--- config.mk ---
export PLATFORM = sky130hd
export DESIGN_NAME = inst_fetcher
export DESIGN_NICKNAME = d
export VERILOG_FILES = /design/src/rtl/inst_fetcher.sv
export SDC_FILE = /design/constraint.sdc
export NUM_CORES = 1
export LEC_CHECK = 0
export BUFFER_PORTS_ARGS = -buffer_cell sky130_fd_sc_hd__buf_2
export CAP_MARGIN = 20
export CORE_AREA = 2 2 173 175
export CTS_CLUSTER_SIZE = 40
export DETAILED_ROUTE_END_ITERATION = 12
export DIE_AREA = 0 0 175 177
export GPL_TIMING_DRIVEN = 1
export PLACE_DENSITY = 0.87
export SKIP_LAST_GASP = 1
export SYNTH_ARGS = -nofsm -noshare
export SYNTH_HDL_FRONTEND = slang
export SYNTH_SLANG_ARGS = --single-unit
--- constraint.sdc ---
create_clock -name clk_in -period 16.45 [get_ports clk_in]
set_clock_uncertainty 0.2 [all_clocks]
set_input_delay 1.645 -clock clk_in [delete_from_list [all_inputs] [get_ports clk_in]]
set_output_delay 1.645 -clock clk_in [all_outputs]
set_load 0.02 [all_outputs]
--- src/rtl/inst_fetcher.sv ---
// Instruction fetch front end: PC, single-outstanding icache requests, predecode, 4-deep in-order queue.
// Optional IF_JAL_PREDICT_EN: redirect JAL locally; otherwise JAL stalls like JALR until the decoder resolves it.
module inst_fetcher #(
  parameter int          IQ_BITS  = 2,
  parameter logic [31:0] RESET_PC = 32'h0
) (
  input  logic        clk_in,
  input  logic        rst_in,
  input  logic        rdy_in,
  input  logic        wrong_predicted,
  input  logic [31:0] correct_pc,
  output logic        ic_req_valid,
  output logic [31:0] ic_req_addr,
  input  logic        ic_req_ready,
  input  logic        ic_resp_valid,
  input  logic [31:0] ic_resp_inst,
  output logic        valid,
  output logic [31:0] inst,
  output logic [31:0] inst_addr,
  input  logic        issue_signal,
  input  logic [31:0] dec_next_pc
);

  localparam int DEPTH = 1 << IQ_BITS;
  localparam logic [6:0] OP_JAL  = 7'b1101111;
  localparam logic [6:0] OP_JALR = 7'b1100111;

  typedef enum logic [1:0] {S_FETCH, S_WAIT, S_JSTALL, S_DROP} state_t;

  state_t             state, state_d;
  logic [31:0]        pc, pc_d, req_pc, req_pc_d;
  logic               jalr_pending, jalr_pending_d;
  logic [IQ_BITS-1:0] head, tail;
  logic [IQ_BITS:0]   count, count_d;
  logic [31:0]        q_pc   [DEPTH];
  logic [31:0]        q_inst [DEPTH];
  logic               push, pop, req_fire, req_valid_d;
  logic               stall_op_resp, stall_op_head;
  logic [6:0]         resp_op, head_op;

  assign valid     = (count != '0);
  assign inst      = valid ? q_inst[head] : '0;
  assign inst_addr = valid ? q_pc[head] : '0;
  assign resp_op   = ic_resp_inst[6:0];
  assign head_op   = inst[6:0];

`ifdef IF_JAL_PREDICT_EN
  logic [31:0] j_imm;
  assign j_imm = {{11{ic_resp_inst[31]}}, ic_resp_inst[31], ic_resp_inst[19:12],
                  ic_resp_inst[20], ic_resp_inst[30:21], 1'b0};
  assign stall_op_resp = (resp_op == OP_JALR);
  assign stall_op_head = (head_op == OP_JALR);
`else
  assign stall_op_resp = (resp_op == OP_JALR) || (resp_op == OP_JAL);
  assign stall_op_head = (head_op == OP_JALR) || (head_op == OP_JAL);
`endif

  always_comb begin
    state_d        = state;
    pc_d           = pc;
    req_pc_d       = req_pc;
    jalr_pending_d = jalr_pending;
    push           = 1'b0;
    pop            = issue_signal && valid;
    req_fire       = 1'b0;
    case (state)
      S_FETCH: begin
        if (ic_req_valid && ic_req_ready) begin
          req_fire = 1'b1;
          req_pc_d = pc;
          state_d  = S_WAIT;
        end
      end
      S_WAIT: begin
        if (ic_resp_valid) begin
          push = 1'b1;
          if (stall_op_resp) begin
            jalr_pending_d = 1'b1;
            state_d        = S_JSTALL;
          end else begin
            pc_d = req_pc + 32'd4;
`ifdef IF_JAL_PREDICT_EN
            if (resp_op == OP_JAL) pc_d = req_pc + j_imm;
`endif
            state_d = S_FETCH;
          end
        end
      end
      S_JSTALL: begin
        if (jalr_pending && pop && stall_op_head) begin
          pc_d           = dec_next_pc;
          jalr_pending_d = 1'b0;
          state_d        = S_FETCH;
        end
      end
      default: begin
        if (ic_resp_valid) state_d = S_FETCH;
      end
    endcase
    if (wrong_predicted) begin
      push           = 1'b0;
      pop            = 1'b0;
      pc_d           = correct_pc;
      jalr_pending_d = 1'b0;
      // A request accepted in the flush cycle still owes a response, so it must be dropped too.
      if (((state == S_WAIT || state == S_DROP) && !ic_resp_valid) || req_fire)
        state_d = S_DROP;
      else
        state_d = S_FETCH;
    end
    count_d = wrong_predicted ? '0
            : count + (IQ_BITS+1)'(push) - (IQ_BITS+1)'(pop);
    req_valid_d = !wrong_predicted && (state_d == S_FETCH)
                  && (count_d < (IQ_BITS+1)'(DEPTH));
  end

  always_ff @(posedge clk_in or posedge rst_in) begin
    if (rst_in) begin
      state        <= S_FETCH;
      pc           <= RESET_PC;
      req_pc       <= '0;
      jalr_pending <= 1'b0;
      head         <= '0;
      tail         <= '0;
      count        <= '0;
      ic_req_valid <= 1'b0;
      ic_req_addr  <= '0;
      for (int i = 0; i < DEPTH; i++) begin
        q_pc[i]   <= '0;
        q_inst[i] <= '0;
      end
    end else if (rdy_in) begin
      state        <= state_d;
      pc           <= pc_d;
      req_pc       <= req_pc_d;
      jalr_pending <= jalr_pending_d;
      count        <= count_d;
      ic_req_valid <= req_valid_d;
      ic_req_addr  <= pc_d;
      if (push) begin
        q_pc[tail]   <= req_pc;
        q_inst[tail] <= ic_resp_inst;
      end
      if (wrong_predicted) begin
        head <= '0;
        tail <= '0;
      end else begin
        if (push) tail <= tail + IQ_BITS'(1);
        if (pop)  head <= head + IQ_BITS'(1);
      end
    end
  end

endmodule

# Word level (Yosys, flattened, before mapping)
# Cells that the tools add are included.
# totals
register_bits	331
in_bits	103
output_inout_bits	98
wordCells	105
# op_classes
add_sub_neg	5
order_cmp	4
n_eq_ne	11
muxes	41
n_bitwise	2
n_reduce_logical	26
# op_table
op	n
32-bit 2-to-1 mux	11
128-bit bitwise mux	2
32-bit binary-select mux with 2-bit select	2
32-bit demux with 2-bit select	1
32-bit one-hot mux with 2 select lines	1
32-bit by 3-bit adder with 32-bit output, second input constant	1
7-bit == test, second input constant	4
2-bit 2-to-1 mux	11
3-bit != test, second input constant	4
1-bit 2-to-1 mux	10
5-bit AND reduction	2
1-bit logical AND	8
3-bit >= comparator, second input constant	2
2-bit inverter with 3-bit output	2
2-bit one-hot mux with 3 select lines	1
2-bit AND reduction	3
3-bit nonzero test	2
2-bit by 1-bit adder with 2-bit output, second input constant	2
2-bit == test, second input constant	2
2-bit zero test	2
1-bit logical OR	4
2-bit nonzero test	2
3-bit by 1-bit adder with 3-bit output	1
3-bit by 1-bit less-than comparator with 1-bit output, second input constant	1
other kinds (7)	8

# Depth between registers and ports, before layout
# Gate-level depths: netlist of the first run.
# logic_depth
ltp_word	14
mapped_depth	13

# Worst setup path before layout of the first run
# OpenSTA, ideal clock, no wires.
# synth_path
kind	in2reg
start	input wrong_predicted
end	register ic_req_valid
arrival_time_ns	4.028
slack_ns	12.140
cell_stages	12
path_buffers	3
path_cell_list	clkbuf_1 -> buf_1 -> buf_1 -> nor2_1 -> ha_1 -> inv_1 -> ha_1 -> fa_1 -> xor2_1 -> xor2_1 -> o2111ai_1 -> o22ai_1
# synth_via
elab_chain_cells	6
# synth_lines
element	line	text
start, declared	10	input logic wrong_predicted,
1-bit 2-to-1 mux	100	if (wrong_predicted) begin
3-bit by 1-bit adder with 3-bit output	112	: count + (IQ_BITS+1)'(push) - (IQ_BITS+1)'(pop);
3-bit by 1-bit subtractor with 3-bit output	112	
3-bit 2-to-1 mux	111	count_d = wrong_predicted ? '0
3-bit less-than comparator	114	&& (count_d < (IQ_BITS+1)'(DEPTH));
1-bit logical AND (*)	114	
end signal, assigned	138	ic_req_valid <= req_valid_d;
end, declared	12	output logic ic_req_valid,
# Every way passes the cells marked *; elsewhere a longest branch is shown, timed or not.
# A chain may end at the register's enable or synchronous reset.

# Worst setup path in the final report of the first run
# layout_path
start	register head[0]
end	output inst_addr[17]
# layout_via
elab_chain_cells	5
# layout_lines
element	line	text
start, declared	33	logic [IQ_BITS-1:0] head, tail;
start signal, assigned	149	if (pop) head <= head + IQ_BITS'(1);
2-bit inverter with 3-bit output (implied by the code)	43	assign inst_addr = valid ? q_pc[head] : '0;
32-bit binary-select mux with 2-bit select	43	
32-bit 2-to-1 mux (implied by the code) (2 in series)	43	
32-bit 2-to-1 mux	43	
end, declared	19	output logic [31:0] inst_addr,
# Every way passes these cells. The select of a mux whose other input is x is not followed.

==> flow_summary_export.csv, run 1 <==
group,metric,value,unit
setup_path,r2r_cells,6,
synth,synth_area,0.0158,sq mm
sta,timing.hold.ws,0.275,ns
global_route,grt_overflow,0,
clocking,clock_latency,0.52,ns
synth,syn_inst,1207,
power_and_ir_drop,design_power_total,2.76,mW
final_layout,stdcell_count,1768,
clocking,cts_buffers,35,
hold_path,hold_depth,2,
final_layout,nFillCells,2166,
final_layout,stdcell_area,0.0182,sq mm
final_layout,finalNetCount,1468,
clocking,post_cts.repair.setup_buffers,0,
sta,finalSetupViolCount,0,
synth,synth_cell_types,55,
global_route,grt_usage,23.9,%
global_route,antenna_found_initial,2,
die,die_h,177,microns
job,maxCapViolations,0,
run_status,status,"complete, no violations",
final_layout,final_cell_mix,"dfrtp_1, mux2_2, buf_2",
setup_path,slowest_delay,0.83,ns
clocking,ctsHtreeMaxLevel,2,
synth,synth-seq-cells,331,
clocking,clock_sinks,331,
sta,relSlewSlack,24.9,%
placed_design,placed_area,0.0171,sq mm
sta,slew_violations,0,
setup_path,required,14.60,ns
synth,async_flop_share,100,%
power_and_ir_drop,pwr_density_cell,151,mW/mm^2
synth,yosys_most_used_dff,"dfrtp_1",
synth,synth_edf_count,0,
setup_path,crit_slowest_cell,"dfrtp_4",
global_route,grt_max_degree,185,
die,core.rowCount,63,
placed_design,port-buffer-count,200,
routing,wirelength,36400,microns
synth,synth_warnings,0,
sta,worst_pin_slew,1.13,ns
global_route,grt_pass1_wl,59000,microns
routing,dr.pass1.iters,5,
setup_path,timing.rr.end,"pc[10]$_DFFE_PP0P_",
setup_path,critPathBufInv,2,
setup_path,r2r_start,"head[1]$_DFFE_PP0P_",
hold_path,hp-class,"reg2reg",
sta,fin_crit,4.94,ns
routing,route.detailed.drc,0,
setup_path,cp_max_fo,40,
routing,drtAntennaViolNets,0,
routing,drt_iter0_drc,848,
sta,fin_crit_sh,30.0,%
placed_design,dp_hpwl,22200,microns
power_and_ir_drop,leakagePower,8.82,nW
final_layout,mostFrequentLayoutCell,"dfrtp_1",
die,start_util,54.2,%
setup_path,crit_chain,"buf_4 -> mux4_2 -> and2_1 -> buf_2",
clocking,tritoncts,"done",
routing,route.vias.total,10600,
sta,rsz0062_at_grt,"false",
sta,finalHoldViolCount,0,
placed_design,dp_cells,1708,
final_layout,drive_above_1_share,45.1,%
setup_path,path_class,"reg2out",
clocking,cts_resized,0,
setup_path,reg2reg_slack,12.74,ns
die,floorplan.io_pins,201,
sta,fin_setup_tns,0,ns
setup_path,cp.arrival,3.10,ns
hold_path,hp-start,"q_pc[45]$_DFFE_PP0P_",
die,die_area,0.0310,sq mm
placed_design,gp_congestion,0.824,
hold_path,min_to,"q_pc[45]$_DFFE_PP0P_",
clocking,root_buffer,"clkbuf_16",
die,core-area,0.0292,sq mm
synth,syn_avg_cell_area,13.1,sq um
routing,routedWlPerCell,20.6,microns
final_layout,syn_to_final_growth,15.1,%
clocking,cts.hold.buffers_added,0,
clocking,clockBufferDepth,3,
routing,routed_via_density,5.99,
setup_path,endpoint_kind,"output pin",
setup_path,startpoint_type,"register",
synth,synth-seq-area-share,52.3,%
die,fp.dieW,175,microns
power_and_ir_drop,peakVddDrop,0.111,mV
clocking,path_clk_slew,0.06,ns
sta,timing.fmax,0.202,GHz
setup_path,crit_family,"buffers and inverters",
global_route,grt_pass1_vias,11100,
synth,syn_nets,1318,
## per-stage QoR
| stage | setup slack (ns) | utilization, % |
|---|---|---|
| finish | 11.51 | 62.3 |
| global route | 11.26 | 62.3 |
| CTS | 11.39 | 62.1 |
| detailed placement | 11.42 | 58.3 |
| global placement | 11.62 | 58.3 |
| floorplan | 5.44 | - |
## power by group
part           internal (mW)  switching, mW  total, mW
logic                  0.376          0.390      0.766
clock network          0.455          0.315      0.770
registers              0.989          0.237       1.23
total                   1.82          0.941       2.76
## Yosys cell counts (all sizes together), types with 17 or more instances
library cell	number	area, sq um
inv	26	97.6
mux2	279	3140
o31ai	17	141
nand2	63	236
mux4	64	1440
buf	51	233
nor2	30	113
clkbuf	46	173
dfrtp	331	8280
o21ai	52	260
and2	66	413
a21oi	25	125
## logic make-up (layout without fill, tap and decap cells)
| group | after synthesis | after routing | synth area share, % |
|---|---|---|---|
| mux | 352 | 352 | 29.5 |
| flops | 331 | 331 | 52.3 |
| simple gates | 243 | 243 | 8.30 |
| compound gates | 141 | 141 | 5.57 |
| buf+inv | 123 | 292 | 3.17 |
| xor+xnor | 9 | 9 | 0.498 |
| fa+ha+maj | 8 | 8 | 0.679 |
| other cells | 0 | 2 | 0 |
## final cells by class
cell class,instances,area (sq um),share of cell area (%)
diodes,2,5.00,0.0275
clock buffers,50,1040,5.72
clock inverters,6,72.6,0.398
inverters,26,105,0.577
multi-input cells,753,7100,38.9
flip-flops and latches,331,8290,45.5
well taps,390,488,2.68
repair buffers,210,1130,6.19
## worst max path at each step
| stage | end | cells past startpoint | start | slack (ns) |
|---|---|---|---|---|
| 6_report | inst_addr[17] | 4 | head[0]$_DFFE_PP0P_ | 11.51 |
| 2_1_floorplan | count[0]$_DFFE_PP0P_ | 1 | rst_in | 5.44 |
| 5_1_grt | inst_addr[13] | 4 | head[0]$_DFFE_PP0P_ | 11.26 |
| 4_1_cts | inst_addr[17] | 4 | head[0]$_DFFE_PP0P_ | 11.39 |
| 3_3_place_gp | pc[3]$_DFFE_PP0P_ | 7 | wrong_predicted | 11.62 |
| 3_5_place_dp | pc[10]$_DFFE_PP0P_ | 7 | wrong_predicted | 11.42 |
## sequential cells by signal, indices dropped and copies added, names as in the netlist
register,cells
state,2
count,3
q_inst,128
tail,2
req_pc,32
ic_req_valid,1
head,2
q_pc,128
pc,32
jalr_pending,1
## routing by layer
metal	track usage (%)	up-vias	wire, microns
met5	0	-	0
met4	8.19	0	956
met3	3.26	78	1660
met2	41.2	317	18800
met1	31.4	5503	15000
li1	-	4688	-
## worst reg2reg max path: cells and delay by family (launching register included)
kind / cells / cell delay [ns]
AO/OA/AOI/OAI: 1 / 0.52
flip-flops: 1 / 1.16
AND/OR/NAND/NOR: 2 / 0.53
multiplexers: 2 / 0.82
buffers and inverters: 1 / 0.39
No activity file was read; power rests on OpenSTA's default activity.
==> inputs of run 2 (changes only) <==
- CORE_AREA: 2 2 173 175 -> 2 2 176 178
- DIE_AREA: 0 0 175 177 -> 0 0 178 180
- clock period: 16.45 -> 4.4 ns (I/O delays scaled with it)
==> run 2 against run 1 <==
Combinational power increased to 3.9 times the previous value. Sequential share of layout area decreased by 0.59 points. Routed wire length increased by 5.9%. Via count increased by 1.9%. Die area increased by 3.4%. Non-clock buffer count increased by 16. Worst setup slack got worse by 11 ns. Count of clock-buffer cells in the layout increased by 6. Critical path depth unchanged.
==> flow_summary_export.csv, run 2 (same netlist as run 1, synthesis figures left out) <==
group,metric,value,unit
sta,fin_crit_sh,85.5,%
global_route,grt_overflow,0,
final_layout,nFillCells,2215,
clocking,post_cts.repair.setup_buffers,0,
die,floorplan.io_pins,201,
final_layout,syn_to_final_growth,16.6,%
hold_path,hp-start,"ic_resp_inst[19]",
setup_path,cp_max_fo,43,
final_layout,final_cell_mix,"dfrtp_1, mux2_2, buf_2",
die,die_h,180,microns
routing,drtAntennaViolNets,0,
sta,worst_pin_slew,0.956,ns
clocking,path_clk_slew,0.06,ns
final_layout,mostFrequentLayoutCell,"dfrtp_1",
sta,rsz0062_at_grt,"false",
final_layout,drive_above_1_share,45.1,%
routing,routed_via_density,6.00,
power_and_ir_drop,leakagePower,8.93,nW
clocking,cts_buffers,36,
sta,fin_crit,3.76,ns
clocking,ctsHtreeMaxLevel,2,
setup_path,endpoint_kind,"output pin",
routing,route.vias.total,10800,
setup_path,required,3.76,ns
die,core.rowCount,64,
routing,wirelength,38600,microns
routing,dr.pass1.iters,5,
sta,finalHoldViolCount,0,
run_status,status,"complete, no violations",
clocking,clock_latency,0.52,ns
die,core-area,0.0302,sq mm
die,fp.dieW,178,microns
sta,relSlewSlack,36.3,%
setup_path,cp.arrival,3.12,ns
global_route,grt_usage,24.6,%
setup_path,crit_start,"head[0]$_DFFE_PP0P_",
setup_path,startpoint_type,"register",
setup_path,r2r_start,"head[1]$_DFFE_PP0P_",
global_route,grt_max_degree,108,
routing,route.detailed.drc,0,
sta,timing.fmax,0.266,GHz
sta,fin_setup_tns,0,ns
placed_design,port-buffer-count,200,
final_layout,finalNetCount,1485,
die,die_area,0.0320,sq mm
routing,drt_iter0_drc,789,
power_and_ir_drop,peakVddDrop,0.428,mV
final_layout,utilization,61.2,%
clocking,clockBufferDepth,3,
sta,finalSetupViolCount,0,
power_and_ir_drop,pwr_density_cell,574,mW/mm^2
global_route,grt_pass1_wl,62300,microns
setup_path,path_class,"reg2out",
die,start_util,52.5,%
clocking,root_buffer,"clkbuf_16",
clocking,clock_sinks,331,
placed_design,gp_congestion,0.835,
placed_design,dp_hpwl,24500,microns
sta,slew_violations,0,
clocking,tritoncts,"done",
clocking,cts_resized,0,
hold_path,hp-class,"in2reg",
routing,routedWlPerCell,21.5,microns
power_and_ir_drop,design_power_total,10.6,mW
global_route,antenna_found_initial,5,
job,maxCapViolations,0,
global_route,grt_pass1_vias,11600,
setup_path,reg2reg_slack,1.09,ns
final_layout,largestRegisters,"q_inst x128, q_pc x128",
[run 2: cell types whose count changed in the layout (fill, tap and decap cells not counted), sizes merged]
| cell | before | now |
|---|---|---|
| buf | 210 | 218 |
| bufinv | 1 | 3 |
| clkbuf | 50 | 56 |
| clkinv | 3 | 4 |
| diode | 2 | 1 |
| dlygate4sd3 | 0 | 8 |
| inv | 27 | 25 |
[run 2: metal layers]
layer	track usage, %	up-vias	part of all wire [%]
li1	-	4733	-
met5	0	-	0.096
met2	40.3	385	49
met1	31.8	5548	41
met4	11.4	6	4.2
met3	4.61	112	5.9
[run 2: metrics by stage]
| stage | cells | area [sq um] | hold slack, ns | setup slack (ns) |
|---|---|---|---|---|
| 2_1_floorplan | 1207 | 15800 | 0.245 | -0.661 |
| 3_3_place_gp | 1724 | 17200 | 0.258 | 1.11 |
| 3_5_place_dp | 1724 | 17200 | 0.271 | 1.11 |
| 4_1_cts | 1795 | 18500 | 0.00231 | 0.563 |
| 5_1_grt | 1796 | 18500 | 0.00935 | 0.416 |
| 6_report | 1796 | 18500 | 0.0146 | 0.639 |
[run 2: where the power goes]
part | leakage [nW] | internal (mW) | switching, mW | total [mW]
Clock | 0.605 | 1.91 | 1.19 | 3.09
Combinational | 3.88 | 1.42 | 1.57 | 2.99
Sequential | 4.45 | 3.70 | 0.820 | 4.52
[run 2: repair_timing]
| action | in CTS | in global routing |
|---|---|---|
| hold buffers | 8 | 0 |
| endpoints found under the hold margin | 42 | 0 |
| setup endpoints to repair | 0 | 0 |
[run 2: path summary, 6_finish.rpt]
| path | endpoint | cells after the start |
|---|---|---|
| max in group asynchronous | q_pc[46]$_DFFE_PP0P_ | 4 |
| setup reg to reg | pc[15]$_DFFE_PP0P_ | 6 |
| hold / removal | q_inst[83]$_DFFE_PP0P_ | 2 |
| hold reg to reg | q_pc[59]$_DFFE_PP0P_ | 2 |
| min in group asynchronous | q_pc[73]$_DFFE_PP0P_ | 3 |
| setup / recovery | inst_addr[13] | 4 |
[run 2: worst max-delay path, cell delays in order, from the launching register on]
cell     delay, ns
dfrtp_4       0.77
buf_4         0.84
mux4_2        0.61
and2_1        0.19
buf_2         0.16
[run 2: final cells by class]
type                       instances  area [sq um]  share of cell area, %
timing repair buffer             226          1250                   6.79
clock buffer                      56          1110                   6.00
sequential                       331          8290                   44.9
tap                              396           495                   2.68
inverter                          26           101                  0.549
multi-input combinational        753          7100                   38.4
clock inverter                     7           121                  0.657
antenna                            1          2.50                 0.0135
==> inputs of run 3 (changes only) <==
- GPL_TIMING_DRIVEN: 1 -> 0
==> run 3 against run 2 <==
First-iteration DRC count grew 48%. Routed wire length grew 8.8%. Die area is the same. Cell area grew 2.5%. Final cell count grew 5.3%. Sequential power shrank 6.6%. Critical endpoint is now ic_req_valid$_DFFE_PP0P_.
==> flow_summary_export.csv, run 3 (same netlist as run 1, synthesis figures left out) <==
group,metric,value,unit
clocking,clock_latency,0.52,ns
final_layout,largestRegisters,"q_inst x128, q_pc x128",
placed_design,dp_hpwl,29000,microns
setup_path,r2r_cells,7,
final_layout,finalNetCount,1579,
global_route,grt_overflow,0,
power_and_ir_drop,p_seq_share,38.6,%
sta,relSlewSlack,25.4,%
sta,fin_crit,4.00,ns
power_and_ir_drop,peakVddDrop,0.433,mV
clocking,ctsHtreeMaxLevel,2,
power_and_ir_drop,leakagePower,9.07,nW
final_layout,final_cell_mix,"dfrtp_1, mux2_2, buf_2",
global_route,antenna_found_initial,2,
power_and_ir_drop,pwr_density_cell,577,mW/mm^2
global_route,grt_pass1_vias,11900,
clocking,root_buffer,"clkbuf_16",
routing,wirelength,42000,microns
global_route,grt_max_degree,45,
power_and_ir_drop,p_int,7.20,mW
global_route,grt_pass1_wl,65900,microns
setup_path,worst-path-stages,13,
sta,worst_pin_slew,1.11,ns
clocking,cts_resized,0,
setup_path,crit_end,"ic_req_valid$_DFFE_PP0P_",
setup_path,crit_chain,"buf_2 -> clkbuf_1 -> buf_1 -> buf_1 -> nor2_1 -> ha_1 -> inv_1 -> ha_1 -> fa_1 -> xor2_1 -> xor2_1 -> o2111ai_1 -> o22ai_1",
final_layout,nFillCells,2173,
setup_path,r2r_start,"head[1]$_DFFE_PP0P_",
sta,timing.fmax,0.250,GHz
sta,slew_violations,0,
placed_design,gp_congestion,0.917,
die,die_area,0.0320,sq mm
power_and_ir_drop,p_clk_share,29.5,%
sta,finalSetupViolCount,0,
sta,timing.hold.ws,0.0106,ns
die,die_h,180,microns
setup_path,cp.arrival,4.23,ns
die,core.rowCount,64,
setup_path,crit_start,"wrong_predicted",
final_layout,syn_to_final_growth,19.5,%
setup_path,slowest_delay,0.68,ns
routing,drt_iter0_drc,1166,
setup_path,cp_max_fo,10,
hold_path,hp-class,"in2reg",
setup_path,startpoint_type,"input pin",
setup_path,critPathBufInv,5,
final_layout,mostFrequentLayoutCell,"dfrtp_1",
final_layout,utilization,62.7,%
run_status,status,"complete, no violations",
routing,routedWlPerCell,22.2,microns
global_route,grt_usage,26.4,%
clocking,cts_buffers,36,
power_and_ir_drop,combPwrFrac,31.9,%
clocking,clock_sinks,331,
setup_path,reg2reg_slack,1.13,ns
sta,finalHoldViolCount,0,
setup_path,required,4.63,ns
setup_path,timing.rr.end,"pc[0]$_DFFE_PP0P_",
die,floorplan.io_pins,201,
clocking,clockBufferDepth,3,
power_and_ir_drop,p_sw_share,34.2,%
routing,routed_via_density,6.05,
placed_design,port-buffer-count,200,
placed_design,post-place-ws,0.0584,ns
sta,rsz0062_at_grt,"false",
sta,fin_setup_tns,0,ns
routing,drtAntennaViolNets,0,
setup_path,crit_slowest_cell,"buf_1",
job,maxCapViolations,0,
setup_path,crit_family,"buffers and inverters",
die,core-area,0.0302,sq mm
clocking,path_clk_slew,0.06,ns
routing,dr.pass1.iters,7,
clocking,tritoncts,"done",
final_layout,drive_above_1_share,42.2,%
routing,route.vias.total,11500,
sta,fin_crit_sh,90.8,%
power_and_ir_drop,p_sw,3.73,mW
setup_path,path_class,"in2reg",
sta,setup_ws,0.403,ns
setup_path,endpoint_kind,"register",
die,start_util,52.5,%
hold_path,hold_depth,2,
routing,route.detailed.drc,0,
die,fp.dieW,178,microns
run 3: cell types whose count changed in the layout (fill, tap and decap cells not counted), sizes merged:
| cell | before | now |
|---|---|---|
| clkbuf | 56 | 96 |
| diode | 1 | 2 |
| dlygate4sd3 | 8 | 15 |
| clkinvlp | 1 | 2 |
| buf | 218 | 259 |
| inv | 25 | 26 |
| clkinv | 4 | 6 |
| bufinv | 3 | 6 |
run 3: cell type report:
class	count	area (sq um)	area share [%]
diodes	2	5.00	0.0264
plain buffers	97	405	2.14
clock buffers	50	1030	5.46
clock inverters	14	238	1.26
inverters	26	101	0.535
multi-input cells	753	7060	37.3
flip-flops and latches	331	8280	43.8
well taps	396	495	2.62
repair buffers	223	1310	6.93
run 3: metal layers:
layer | track usage, % | wire, microns | up-vias
li1 | - | - | 4921
met1 | 35.7 | 16800 | 5869
met2 | 42.0 | 20400 | 527
met3 | 4.36 | 2880 | 138
met4 | 12.2 | 1870 | 0
met5 | 0 | 0 | -
run 3: power groups by stage:
stage                     combinational (mW)  clock, mW  sequential (mW)
after floorplan                         2.25          0             4.25
after global placement                  3.31          0             4.18
after detailed placement                3.44          0             4.23
after CTS                               3.49       3.25             4.19
after global routing                    3.75       3.38             4.28
final                                   3.49       3.22             4.22
run 3: repair_timing:
action                                 CTS  global route
hold buffers                            15             0
buffers inserted                         0             0
endpoints found under the hold margin   57             0
run 3: how the worst min path moves through the flow:
stage | slack (ns) | to | start
final | 0.01 | q_inst[99]$_DFFE_PP0P_ | ic_resp_inst[3]
after global routing | 0.005 | q_inst[78]$_DFFE_PP0P_ | ic_resp_inst[14]
after CTS | 0.002 | q_inst[92]$_DFFE_PP0P_ | ic_resp_inst[28]
after detailed placement | 0.27 | q_pc[9]$_DFFE_PP0P_ | q_pc[9]$_DFFE_PP0P_
after global placement | 0.26 | q_pc[105]$_DFFE_PP0P_ | q_pc[105]$_DFFE_PP0P_
after floorplan | 0.24 | q_pc[41]$_DFFE_PP0P_ | q_pc[41]$_DFFE_PP0P_
run 3: through the flow:
step	power, mW	instances	instance area [sq um]
floorplan	6.51	1207	15800
global placement	7.49	1803	17300
detailed placement	7.67	1811	17500
CTS	10.9	1890	18900
global route	11.4	1892	18900
finish	10.9	1892	18900
